## src/rtl/order_pkg.sv

```systemverilog
// order_pkg -- shared definitions for the order issuer slice.
//   ID_W_DEF      default ID width (NUM_ID = 2**ID_W)
//   PAYLOAD_W_DEF default request payload width
//   LAT_W_DEF     default retire-latency field width
//   id_state_e    per-ID lifecycle state
package order_pkg;

  localparam int ID_W_DEF      = 3;
  localparam int PAYLOAD_W_DEF = 16;
  localparam int LAT_W_DEF     = 4;

  // Lifecycle of one ID: FREE -> ISSUED -> TIMING -> PEND -> RETIRED -> FREE
  typedef enum logic [2:0] {
    ST_FREE    = 3'd0,
    ST_ISSUED  = 3'd1,
    ST_TIMING  = 3'd2,
    ST_PEND    = 3'd3,
    ST_RETIRED = 3'd4
  } id_state_e;

endpackage

```

## src/rtl/order_issuer_if.sv

```systemverilog
// order_issuer_if -- request / issue / retire / done signal bundle.
//   master : upstream + ordering-block side (drives *_i, observes *_o)
//   slave  : order_issuer side
//   req_*  : upstream request handshake (valid/ready, payload, order, latency)
//   rx_*   : issue port (valid/ready, id, payload, order) and retire pulse/id
//   done_* : ordering TX completion for an ID
//   busy_o : per-ID in-use vector, err_o : sticky protocol error
interface order_issuer_if #(
  parameter int ID_W      = 3,
  parameter int PAYLOAD_W = 16,
  parameter int LAT_W     = 4
);
  localparam int NUM_ID = 2**ID_W;

  logic                 req_valid_i;
  logic [PAYLOAD_W-1:0] req_payload_i;
  logic                 req_order_i;
  logic [LAT_W-1:0]     req_lat_i;
  logic                 req_ready_o;

  logic                 rx_valid_o;
  logic [ID_W-1:0]      rx_id_o;
  logic [PAYLOAD_W-1:0] rx_payload_o;
  logic                 rx_order_o;
  logic                 rx_ready_i;

  logic                 rx_ret_o;
  logic [ID_W-1:0]      rx_ret_id_o;

  logic                 done_valid_i;
  logic [ID_W-1:0]      done_id_i;

  logic [NUM_ID-1:0]    busy_o;
  logic                 err_o;

  modport master (
    output req_valid_i, req_payload_i, req_order_i, req_lat_i,
    output rx_ready_i, done_valid_i, done_id_i,
    input  req_ready_o, rx_valid_o, rx_id_o, rx_payload_o, rx_order_o,
    input  rx_ret_o, rx_ret_id_o, busy_o, err_o
  );

  modport slave (
    input  req_valid_i, req_payload_i, req_order_i, req_lat_i,
    input  rx_ready_i, done_valid_i, done_id_i,
    output req_ready_o, rx_valid_o, rx_id_o, rx_payload_o, rx_order_o,
    output rx_ret_o, rx_ret_id_o, busy_o, err_o
  );
endinterface

```

## src/rtl/order_id_entry.sv

```systemverilog
// order_id_entry -- lifecycle FSM and retire-latency counter for one ID.
//   clk, reset : clock, async active-high reset
//   alloc      : this ID chosen by the allocator (FREE -> ISSUED)
//   issue_hs   : issue handshake for this ID completed this cycle
//   lat        : latency captured with the request, valid with issue_hs
//   ret_sel    : retire arbiter picked this ID (PEND -> RETIRED)
//   done       : done reported for this ID (RETIRED -> FREE)
//   free/pend/retired : state decodes for the top-level logic
module order_id_entry
  import order_pkg::*;
#(
  parameter int LAT_W = LAT_W_DEF
) (
  input  logic             clk,
  input  logic             reset,
  input  logic             alloc,
  input  logic             issue_hs,
  input  logic [LAT_W-1:0] lat,
  input  logic             ret_sel,
  input  logic             done,
  output logic             free,
  output logic             pend,
  output logic             retired
);

  id_state_e        state;
  logic [LAT_W-1:0] cnt;

  // The handshake cycle itself is the first latency cycle: an ID becomes
  // PEND exactly lat+1 cycles after its handshake. For lat 0 that leaves
  // no cycle to dwell in TIMING, so the entry lands in PEND directly.
  always_ff @(posedge clk or posedge reset) begin
    if (reset) begin
      state <= ST_FREE;
      cnt   <= '0;
    end else begin
      case (state)
        ST_FREE:    if (alloc) state <= ST_ISSUED;
        ST_ISSUED: begin
          if (issue_hs) begin
            if (lat == '0) begin
              state <= ST_PEND;
              cnt   <= '0;
            end else begin
              state <= ST_TIMING;
              cnt   <= lat - 1'b1;
            end
          end
        end
        ST_TIMING: begin
          // Counter stops at zero; it never wraps.
          if (cnt == '0) state <= ST_PEND;
          else           cnt   <= cnt - 1'b1;
        end
        ST_PEND:    if (ret_sel) state <= ST_RETIRED;
        ST_RETIRED: if (done)    state <= ST_FREE;
        default:    state <= ST_FREE;
      endcase
    end
  end

  assign free    = (state == ST_FREE);
  assign pend    = (state == ST_PEND);
  assign retired = (state == ST_RETIRED);

endmodule

```

## src/rtl/order_issuer.sv

```systemverilog
// order_issuer -- allocates IDs to upstream requests, issues them to the
// ordering block, times each ID's retire latency and retires one PEND ID
// per cycle (lowest number first). IDs are recycled on done.
//   clk, reset : clock, async active-high reset
//   bus        : order_issuer_if.slave (request, issue, retire, done,
//                busy vector, sticky error)
module order_issuer
  import order_pkg::*;
#(
  parameter int ID_W      = ID_W_DEF,
  parameter int PAYLOAD_W = PAYLOAD_W_DEF,
  parameter int LAT_W     = LAT_W_DEF
) (
  input logic           clk,
  input logic           reset,
  order_issuer_if.slave bus
);

  localparam int NUM_ID = 2**ID_W;

  logic [NUM_ID-1:0]    free, pend, retired;
  logic [NUM_ID-1:0]    alloc_vec, hs_vec, ret_vec, done_vec;
  logic                 any_free, pend_any, req_ready, accept, issue_hs;
  logic [ID_W-1:0]      alloc_id, ret_id;

  // Issue register
  logic                 rx_valid;
  logic [ID_W-1:0]      rx_id;
  logic [PAYLOAD_W-1:0] rx_payload;
  logic                 rx_order;
  logic [LAT_W-1:0]     rx_lat;

  // Retire register and error flag
  logic                 rx_ret;
  logic [ID_W-1:0]      rx_ret_id;
  logic                 err;

  // Lowest-numbered FREE ID and lowest-numbered PEND ID.
  always_comb begin
    alloc_id = '0;
    for (int i = NUM_ID-1; i >= 0; i--)
      if (free[i]) alloc_id = ID_W'(i);
  end

  always_comb begin
    ret_id = '0;
    for (int i = NUM_ID-1; i >= 0; i--)
      if (pend[i]) ret_id = ID_W'(i);
  end

  assign any_free = |free;
  assign pend_any = |pend;

  // Ready depends only on registered state and the downstream ready, so
  // upstream never sees a path from its own valid.
  assign req_ready = any_free & (~rx_valid | bus.rx_ready_i);
  assign accept    = bus.req_valid_i & req_ready;
  assign issue_hs  = rx_valid & bus.rx_ready_i;

  assign alloc_vec = accept         ? (NUM_ID'(1) << alloc_id)      : '0;
  assign hs_vec    = issue_hs       ? (NUM_ID'(1) << rx_id)         : '0;
  assign ret_vec   = pend_any       ? (NUM_ID'(1) << ret_id)        : '0;
  assign done_vec  = bus.done_valid_i ? (NUM_ID'(1) << bus.done_id_i) : '0;

  for (genvar g = 0; g < NUM_ID; g++) begin : g_id
    order_id_entry #(.LAT_W(LAT_W)) u_entry (
      .clk      (clk),
      .reset    (reset),
      .alloc    (alloc_vec[g]),
      .issue_hs (hs_vec[g]),
      .lat      (rx_lat),
      .ret_sel  (ret_vec[g]),
      .done     (done_vec[g]),
      .free     (free[g]),
      .pend     (pend[g]),
      .retired  (retired[g])
    );
  end

  // A new accept may coincide with the handshake of the previous issue,
  // which keeps back-to-back issue running at one per cycle.
  always_ff @(posedge clk or posedge reset) begin
    if (reset) begin
      rx_valid   <= 1'b0;
      rx_id      <= '0;
      rx_payload <= '0;
      rx_order   <= 1'b0;
      rx_lat     <= '0;
    end else if (accept) begin
      rx_valid   <= 1'b1;
      rx_id      <= alloc_id;
      rx_payload <= bus.req_payload_i;
      rx_order   <= bus.req_order_i;
      rx_lat     <= bus.req_lat_i;
    end else if (issue_hs) begin
      rx_valid   <= 1'b0;
    end
  end

  // Retire pulse: one cycle per selected PEND ID.
  always_ff @(posedge clk or posedge reset) begin
    if (reset) begin
      rx_ret    <= 1'b0;
      rx_ret_id <= '0;
    end else begin
      rx_ret <= pend_any;
      if (pend_any) rx_ret_id <= ret_id;
    end
  end

  // Done for an ID that is not RETIRED is a protocol error; sticky.
  always_ff @(posedge clk or posedge reset) begin
    if (reset) err <= 1'b0;
    else if (bus.done_valid_i & ~retired[bus.done_id_i]) err <= 1'b1;
  end

  assign bus.req_ready_o  = req_ready;
  assign bus.rx_valid_o   = rx_valid;
  assign bus.rx_id_o      = rx_id;
  assign bus.rx_payload_o = rx_payload;
  assign bus.rx_order_o   = rx_order;
  assign bus.rx_ret_o     = rx_ret;
  assign bus.rx_ret_id_o  = rx_ret_id;
  assign bus.busy_o       = ~free;
  assign bus.err_o        = err;

endmodule

```

## src/flat_wrapper.sv

```systemverilog
// flat-port wrapper written by rule: the top's interface ports become plain ports
module order_issuer_flat import order_pkg::*;
#(
  parameter int ID_W      = ID_W_DEF,
  parameter int PAYLOAD_W = PAYLOAD_W_DEF,
  parameter int LAT_W     = LAT_W_DEF
)
  (clk, reset, bus_req_valid_i, bus_req_payload_i, bus_req_order_i, bus_req_lat_i, bus_rx_ready_i, bus_done_valid_i, bus_done_id_i, bus_req_ready_o, bus_rx_valid_o, bus_rx_id_o, bus_rx_payload_o, bus_rx_order_o, bus_rx_ret_o, bus_rx_ret_id_o, bus_busy_o, bus_err_o);
  order_issuer_if #(.ID_W(ID_W), .PAYLOAD_W(PAYLOAD_W), .LAT_W(LAT_W)) bus_i ();
  input logic clk;
  input logic reset;
  input wire logic [$bits(bus_i.req_valid_i)-1:0] bus_req_valid_i;
  input wire logic [$bits(bus_i.req_payload_i)-1:0] bus_req_payload_i;
  input wire logic [$bits(bus_i.req_order_i)-1:0] bus_req_order_i;
  input wire logic [$bits(bus_i.req_lat_i)-1:0] bus_req_lat_i;
  input wire logic [$bits(bus_i.rx_ready_i)-1:0] bus_rx_ready_i;
  input wire logic [$bits(bus_i.done_valid_i)-1:0] bus_done_valid_i;
  input wire logic [$bits(bus_i.done_id_i)-1:0] bus_done_id_i;
  output wire logic [$bits(bus_i.req_ready_o)-1:0] bus_req_ready_o;
  output wire logic [$bits(bus_i.rx_valid_o)-1:0] bus_rx_valid_o;
  output wire logic [$bits(bus_i.rx_id_o)-1:0] bus_rx_id_o;
  output wire logic [$bits(bus_i.rx_payload_o)-1:0] bus_rx_payload_o;
  output wire logic [$bits(bus_i.rx_order_o)-1:0] bus_rx_order_o;
  output wire logic [$bits(bus_i.rx_ret_o)-1:0] bus_rx_ret_o;
  output wire logic [$bits(bus_i.rx_ret_id_o)-1:0] bus_rx_ret_id_o;
  output wire logic [$bits(bus_i.busy_o)-1:0] bus_busy_o;
  output wire logic [$bits(bus_i.err_o)-1:0] bus_err_o;
  assign bus_i.req_valid_i = bus_req_valid_i;
  assign bus_i.req_payload_i = bus_req_payload_i;
  assign bus_i.req_order_i = bus_req_order_i;
  assign bus_i.req_lat_i = bus_req_lat_i;
  assign bus_i.rx_ready_i = bus_rx_ready_i;
  assign bus_i.done_valid_i = bus_done_valid_i;
  assign bus_i.done_id_i = bus_done_id_i;
  assign bus_req_ready_o = bus_i.req_ready_o;
  assign bus_rx_valid_o = bus_i.rx_valid_o;
  assign bus_rx_id_o = bus_i.rx_id_o;
  assign bus_rx_payload_o = bus_i.rx_payload_o;
  assign bus_rx_order_o = bus_i.rx_order_o;
  assign bus_rx_ret_o = bus_i.rx_ret_o;
  assign bus_rx_ret_id_o = bus_i.rx_ret_id_o;
  assign bus_busy_o = bus_i.busy_o;
  assign bus_err_o = bus_i.err_o;
  order_issuer #(.ID_W(ID_W), .PAYLOAD_W(PAYLOAD_W), .LAT_W(LAT_W)) u_core (.clk(clk), .reset(reset), .bus(bus_i));
endmodule
```

## config.mk

```make
export PLATFORM = sky130hd
export DESIGN_NAME = order_issuer_flat
export DESIGN_NICKNAME = d
export VERILOG_FILES = /design/src/rtl/order_pkg.sv /design/src/rtl/order_issuer_if.sv /design/src/rtl/order_id_entry.sv /design/src/rtl/order_issuer.sv /design/src/flat_wrapper.sv
export SDC_FILE = /design/constraint.sdc
export NUM_CORES = 1
export LEC_CHECK = 0
export ABC_AREA = 1
export BUFFER_PORTS_ARGS = -buffer_cell sky130_fd_sc_hd__buf_2
export CORE_UTILIZATION = 53
export DETAILED_ROUTE_END_ITERATION = 10
export GPL_TIMING_DRIVEN = 1
export PLACE_DENSITY = 0.88
export SYNTH_ARGS = -nofsm -noshare
export SYNTH_HDL_FRONTEND = slang
export SYNTH_SLANG_ARGS = --single-unit
```

## constraint.sdc

```tcl
create_clock -name clk -period 2.4 [get_ports clk]
set_clock_uncertainty 0.1 [all_clocks]
set_input_delay 0.12 -clock clk [delete_from_list [all_inputs] [get_ports clk]]
set_output_delay 0.12 -clock clk [all_outputs]
set_load 0.005 [all_outputs]
```

; Yosys cells after proc, flatten, opt, wreduce, memory -nomap -nowiden
; Cells that the tools add are included.
[word_totals]
elab_cells = 268
input_bits = 29
regBits = 86
[op_classes]
n_mux = 98
n_addsub = 9
order_cmp = 1
n_reduce_logical = 44
shifts = 4
bitwise_logic = 8
n_eq_ne = 80
[op_table]
columns = operator, n
row1 = two-way mux 3 bit, 56
row2 = case mux 3 bit (5 select lines), 8
row3 = two-way mux 4 bit, 17
row4 = "!= test 2 x 1 -> 1 bit, second input constant", 32
row5 = case mux 4 bit (2 select lines), 8
row6 = "== test 3 x 2 -> 1 bit, second input constant", 16
row7 = AND reduction 5 bit, 8
row8 = zero test 4 bit, 9
row9 = "subtractor 4 x 1 -> 4 bit, second input constant", 9
row10 = two-way mux 8 bit, 4
row11 = "!= test 2 bit, second input constant", 16
row12 = "left shift 1 x 3 -> 8 bit, first input constant", 4
row13 = "== test 3 x 1 -> 1 bit, second input constant", 8
row14 = "== test 3 bit, second input constant", 8
row15 = zero test 3 bit, 8
row16 = AND reduction 3 bit, 8
row17 = nonzero test 2 bit, 9
row18 = OR reduction 8 bit, 2
row19 = NOT 8 bit, 1
row20 = AND 1 bit, 4
row21 = "less-than comparator 3 x 4 -> 1 bit, second input constant", 1
row22 = two-way mux 1 bit, 4
row23 = binary-select mux 1 bit (select 3 bit), 1
row24 = NOT 1 bit, 2
row25 = bitwise OR 1 bit, 1

; Depth between registers and ports, before layout
[logic_depth]
ltp_word = 13
ltp_mapped = 15

; Modules after synthesis
; Synthesis repeated with hierarchy kept, for this count alone.
[unflattened]
hier_cells = 985
area_unflattened_um2 = 6078.3
[modules_own_cells]
columns = mod, cells_each, area_per_inst_um2, seq_area_each_um2, n_inst
row1 = order_id_entry at u_core.g_id[0].u_entry ..., 92, 543.0, 175.2, 7
row2 = order_issuer, 253, 1700.4, 750.7, 1
row3 = order_id_entry at u_core.g_id[7].u_entry, 88, 576.8, 175.2, 1

; Worst setup path before layout
; No wires, ideal clock.
[synth_path]
path_kind = register to register
start = register u_core.g_id[7].u_entry.state[1]
end = register u_core.g_id[6].u_entry.state[1]
n_path_buf = 0
period_less_slack_ps = 1712
stages_incl_launch_ff = 13
slack_ps = 688
t_arrival_ps = 1488
cell_sequence = dfrtp_1 -> nor2_2 -> nand2_2 -> nand2_2 -> nand3_1 -> a21oi_2 -> inv_2 -> nor2_1 -> nand3_1 -> nand2_1 -> nand2_1 -> nand2_1 -> nand2_1
[synth_via]
elab_chain_len = 13
word_cells_on_any_way = 29
[synth_lines]
columns = item, line
row1 = start: declaration, order_id_entry.sv:26  ; id_state_e state;
row2 = start signal: assignment, order_id_entry.sv:34  ; state <= ST_FREE;
row3 = start signal: assignment, order_id_entry.sv:38  ; ST_FREE: if (alloc) state <= ST_ISSUED;
row4 = start signal: assignment, order_id_entry.sv:42  ; state <= ST_PEND;
row5 = == test 3 x 2 -> 1 bit or zero test 3 bit (tied branches), "order_id_entry.sv:63, order_id_entry.sv:62"
row6 = "two-way mux 3 bit, on equally long branches (8 in series)", "order_issuer.sv:48, order_issuer.sv:42"
row7 = "left shift 1 x 3 -> 8 bit, on equally long branches", "order_issuer.sv:62, order_issuer.sv:60"
row8 = "two-way mux 8 bit, on equally long branches", "order_issuer.sv:62, order_issuer.sv:60"
row9 = != test 2 x 1 -> 1 bit (no line), --
row10 = AND reduction 5 bit (no line) *, --
row11 = end signal: assignment, order_id_entry.sv:55  ; ST_PEND: if (ret_sel) state <= ST_RETIRED;
row12 = end signal: assignment, order_id_entry.sv:56  ; ST_RETIRED: if (done) state <= ST_FREE;
row13 = end signal: assignment, order_id_entry.sv:57  ; default: state <= ST_FREE;
row14 = end: declaration, order_id_entry.sv:26
; Every way passes the cells marked *; elsewhere a longest branch is shown, timed or not.
; A chain may end at the register's enable or synchronous reset.

; Worst setup path after layout
[layout_path]
start = register u_core.g_id[7].u_entry.state[1]
end = register u_core.g_id[6].u_entry.state[0]
; The elaborated chain is that of the path after synthesis.

==> out/results.txt <==
CORE AREA = 9330 sq um
CP Capture Type = flip-flop
Crit-path max cell delay = 450 ps
Final worst path period share = 87.4%
Power share of the combinational group = 58.6%
Post CTS Setup Buffer Count = 0
Instance area at placement = 5670 sq um
Final Routed Wirelength = 13800 um
Worst Path Class, Setup = reg -> reg
Largest net degree at the start of global routing = 41
First-pass GRT wire length = 22400 um
Net switching power = 4.54 mW
Gr ovfl total = 0
Seq pwr share = 29.8%
Dpl hpwl = 9710 um
Clock period minus worst slack = 2100 ps
Switch share = 51.3%
Vias in the first global route = 4921
Reg2reg path depth = 12
Hold Vio Cnt, Final = 0
Max frequency = 477 MHz
Peak VDD IR = 798 uV
Initial Util = 55.1%
Slew margin rel. = 61.3%
Top cells by area, synth = dfrtp_1 42%, nand2_1 15%, inv_1 7.2%
Status = completed
Chip width = 100 um
Pint = 4.31 mW
Worst Path Required = 2570 ps
Distinct cells, synth = 34
Area growth, synth to finish = 18.4%
Yosys top cell by area = dfrtp_1
Drt via density = 5.59
# port buffers = 63
Leading cell type in the layout, fill and taps excluded = nand2_1
Mapped Nets = 728
Avg Inst Size Synth = 7.44 sq um
Top_reg_cell synth = dfrtp_1
Footprint of the multi-input gates = 2550 sq um
Post-route cell area = 6080 sq um
Initial antenna violation count = 0
Root Buffer = clkbuf_8
DRC viols = 0
CTS tree = yes
Hold depth = 3
CTS sink count = 86
CTS H-tree lvls = 3
Register Area = 2150 sq um
Share of cells above drive strength 1 = 19.1%
Max cap viols = 0
Power density over cell area = 1450 nW/um^2
Yosys top cell area share = 41.9%
CP Launch Type = flip-flop
ANT cells = 0
Worst-margin pin slew = 579 ps
Cell count after synthesis = 691
Fill cells = 737
Setup violators final = 0
Clk pwr share = 11.6%
Worst Path Buf+Inv = 1
Site row count = 35
DRT Pass-1 Iters = 5
NumNets Final = 828
Total negative slack = 0 ps
IO Pins = 64
Number of CTS-inserted buffers = 9
Overall power = 8.84 mW
Clock Pin Slew Worst Setup and Hold Paths = 100 ps
RSZ-0062 raised after global routing = false
Fin. max-slew vios = 0
CP arrival = 2270 ps
Setup WS pre-CTS = 391 ps
Ys Warns = 0
Fraction of registers with async set/reset = 100%
Worst setup margin = 303 ps
Seq/Total Area, Yosys = 41.9%
Most frequent cell on the critical path = nand2_1
FF+latch count, synth = 86
Synth Cell Area = 5140 sq um
Final Non-Filler Cells = 925
Die ar. = 10100 sq um
Post-synth EDFFs = 0
Total number of vias = 5175
Leak = 3.13 nW
Drt initial violations = 430
Most frequent cells in the layout = 203 x nand2_1, 98 x inv_1, 86 x dfrtp_1
RePlAce Congestion = 0.976
Clk_lat worst skew = 370 ps
Family with the most delay on the worst path = simple AND/OR/NAND/NOR gates
Cells along the critical path = nor2_2 > nand2_2 > nand2_2 > nand3_1 > a21oi_2 > inv_2 > nor2_1 > nand3_1 > nand2_1 > nand2_1 > nand2_1 > nand2_1
Critical-path top delay cell = dfrtp_1
Maximum root-to-sink buffer count = 2
Die H = 100 um
CP Depth = 12
Wire per inst = 14.9 um
Type of the worst min-delay path = in -> reg
Placed cell count = 887
Worst-path fanout max = 5
Routed Antenna Nets = 0
Global Route Usage Sum = 28.4%
## Yosys cell counts, types with 2 or more instances
| cell | count |
|---|---|
| a21oi_1 | 19 |
| a21oi_2 | 8 |
| a21oi_4 | 2 |
| a32o_1 | 8 |
| buf_2 | 4 |
| dfrtp_1 | 86 |
| ha_1 | 8 |
| inv_1 | 99 |
| inv_2 | 13 |
| nand2_1 | 203 |
| nand2_2 | 14 |
| nand3_1 | 36 |
| nand3_2 | 3 |
| nand4_1 | 4 |
| nor2_1 | 39 |
| nor2_2 | 8 |
| nor2_4 | 7 |
| nor3_1 | 16 |
| nor3_4 | 4 |
| o211ai_1 | 16 |
| o21ai_0 | 57 |
| o21ai_1 | 10 |
| o21ai_2 | 2 |
| o22ai_1 | 13 |
| xor2_1 | 3 |
## routing by layer
layer  vias to the layer above  track usage, %  wire (um)
li1                       2457               -          -
met1                      2441            35.7       5580
met2                       241            48.2       6750
met3                        36            6.80       1140
met4                         0            9.70        333
met5                         -               0          0
## sequential cells by signal (all words and copies together) (netlist names), 3 cells and up
| signal | count |
|---|---|
| u_core.rx_lat | 4 |
| u_core.g_id.u_entry.state | 24 |
| u_core.bus.rx_id_o | 3 |
| u_core.bus.rx_ret_id_o | 3 |
| u_core.bus.rx_payload_o | 16 |
| u_core.g_id.u_entry.cnt | 32 |
## per-stage QoR
step	util (%)	hold WS, ps
2_1_floorplan	-	130
3_3_place_gp	60.8	112
3_5_place_dp	60.8	113
4_1_cts	65.2	12.7
5_1_grt	65.2	29.1
6_report	65.2	21.8
## worst reg2reg max path, cell delays in order, from the launching register on
cell     delay [ps]
dfrtp_1         450
nor2_2          180
nand2_2         110
nand2_2         110
nand3_1         110
a21oi_2         200
inv_2            80
nor2_1          190
nand3_1         110
nand2_1         120
nand2_1          90
nand2_1          80
nand2_1          70
## power groups by stage
stage                     clock [mW]  sequential, mW  combinational, mW
final                           1.02            2.63               5.18
after global placement             0            2.60               4.74
after floorplan                    0            2.55               3.76
after global routing            1.09            2.72               5.80
after CTS                       1.02            2.62               5.10
after detailed placement           0            2.64               5.02
## final cells by class
type                       instances  share of cell area [%]
multi-input combinational        489                    41.8
sequential                        86                    35.4
timing repair buffer              93                    9.99
inverter                         112                    6.97
tap                              129                    2.65
clock buffer                       9                    2.04
clock inverter                     7                    1.13
## worst paths after layout
path	start	end	slack (ps)
setup reg to reg	u_core.g_id[7].u_entry.state[1]$_DFFE_PP0P_	u_core.g_id[6].u_entry.state[0]$_DFFE_PP0P_	300
hold / removal	bus_req_valid_i	u_core.bus.rx_id_o[2]$_DFFE_PP0P_	20
setup / recovery	u_core.g_id[7].u_entry.state[1]$_DFFE_PP0P_	u_core.g_id[6].u_entry.state[0]$_DFFE_PP0P_	300
min in group asynchronous	reset	u_core.bus.rx_payload_o[0]$_DFFE_PP0P_	240
hold reg to reg	u_core.bus.rx_payload_o[15]$_DFFE_PP0P_	u_core.bus.rx_payload_o[15]$_DFFE_PP0P_	390
max in group asynchronous	reset	u_core.g_id[5].u_entry.state[1]$_DFFE_PP0P_	1250
## logic make-up (layout without fill, tap and decap cells)
| family | Yosys count | count (layout) | synth area share [%] |
|---|---|---|---|
| buffers and inverters | 116 | 221 | 8.57 |
| AO/OA/AOI/OAI | 140 | 140 | 17.0 |
| flip-flops | 86 | 86 | 41.9 |
| XOR/XNOR | 3 | 3 | 0.511 |
| adder cells (fa/ha/maj) | 8 | 8 | 1.95 |
| AND/OR/NAND/NOR | 338 | 338 | 30.1 |
## timing repair
| item | 4_1_cts | 5_1_grt |
|---|---|---|
| endpoints found under the hold margin | 46 | 0 |
| resized for setup | 0 | 0 |
| hold buffers | 22 | 0 |
No activity file was read; power rests on OpenSTA's default activity.
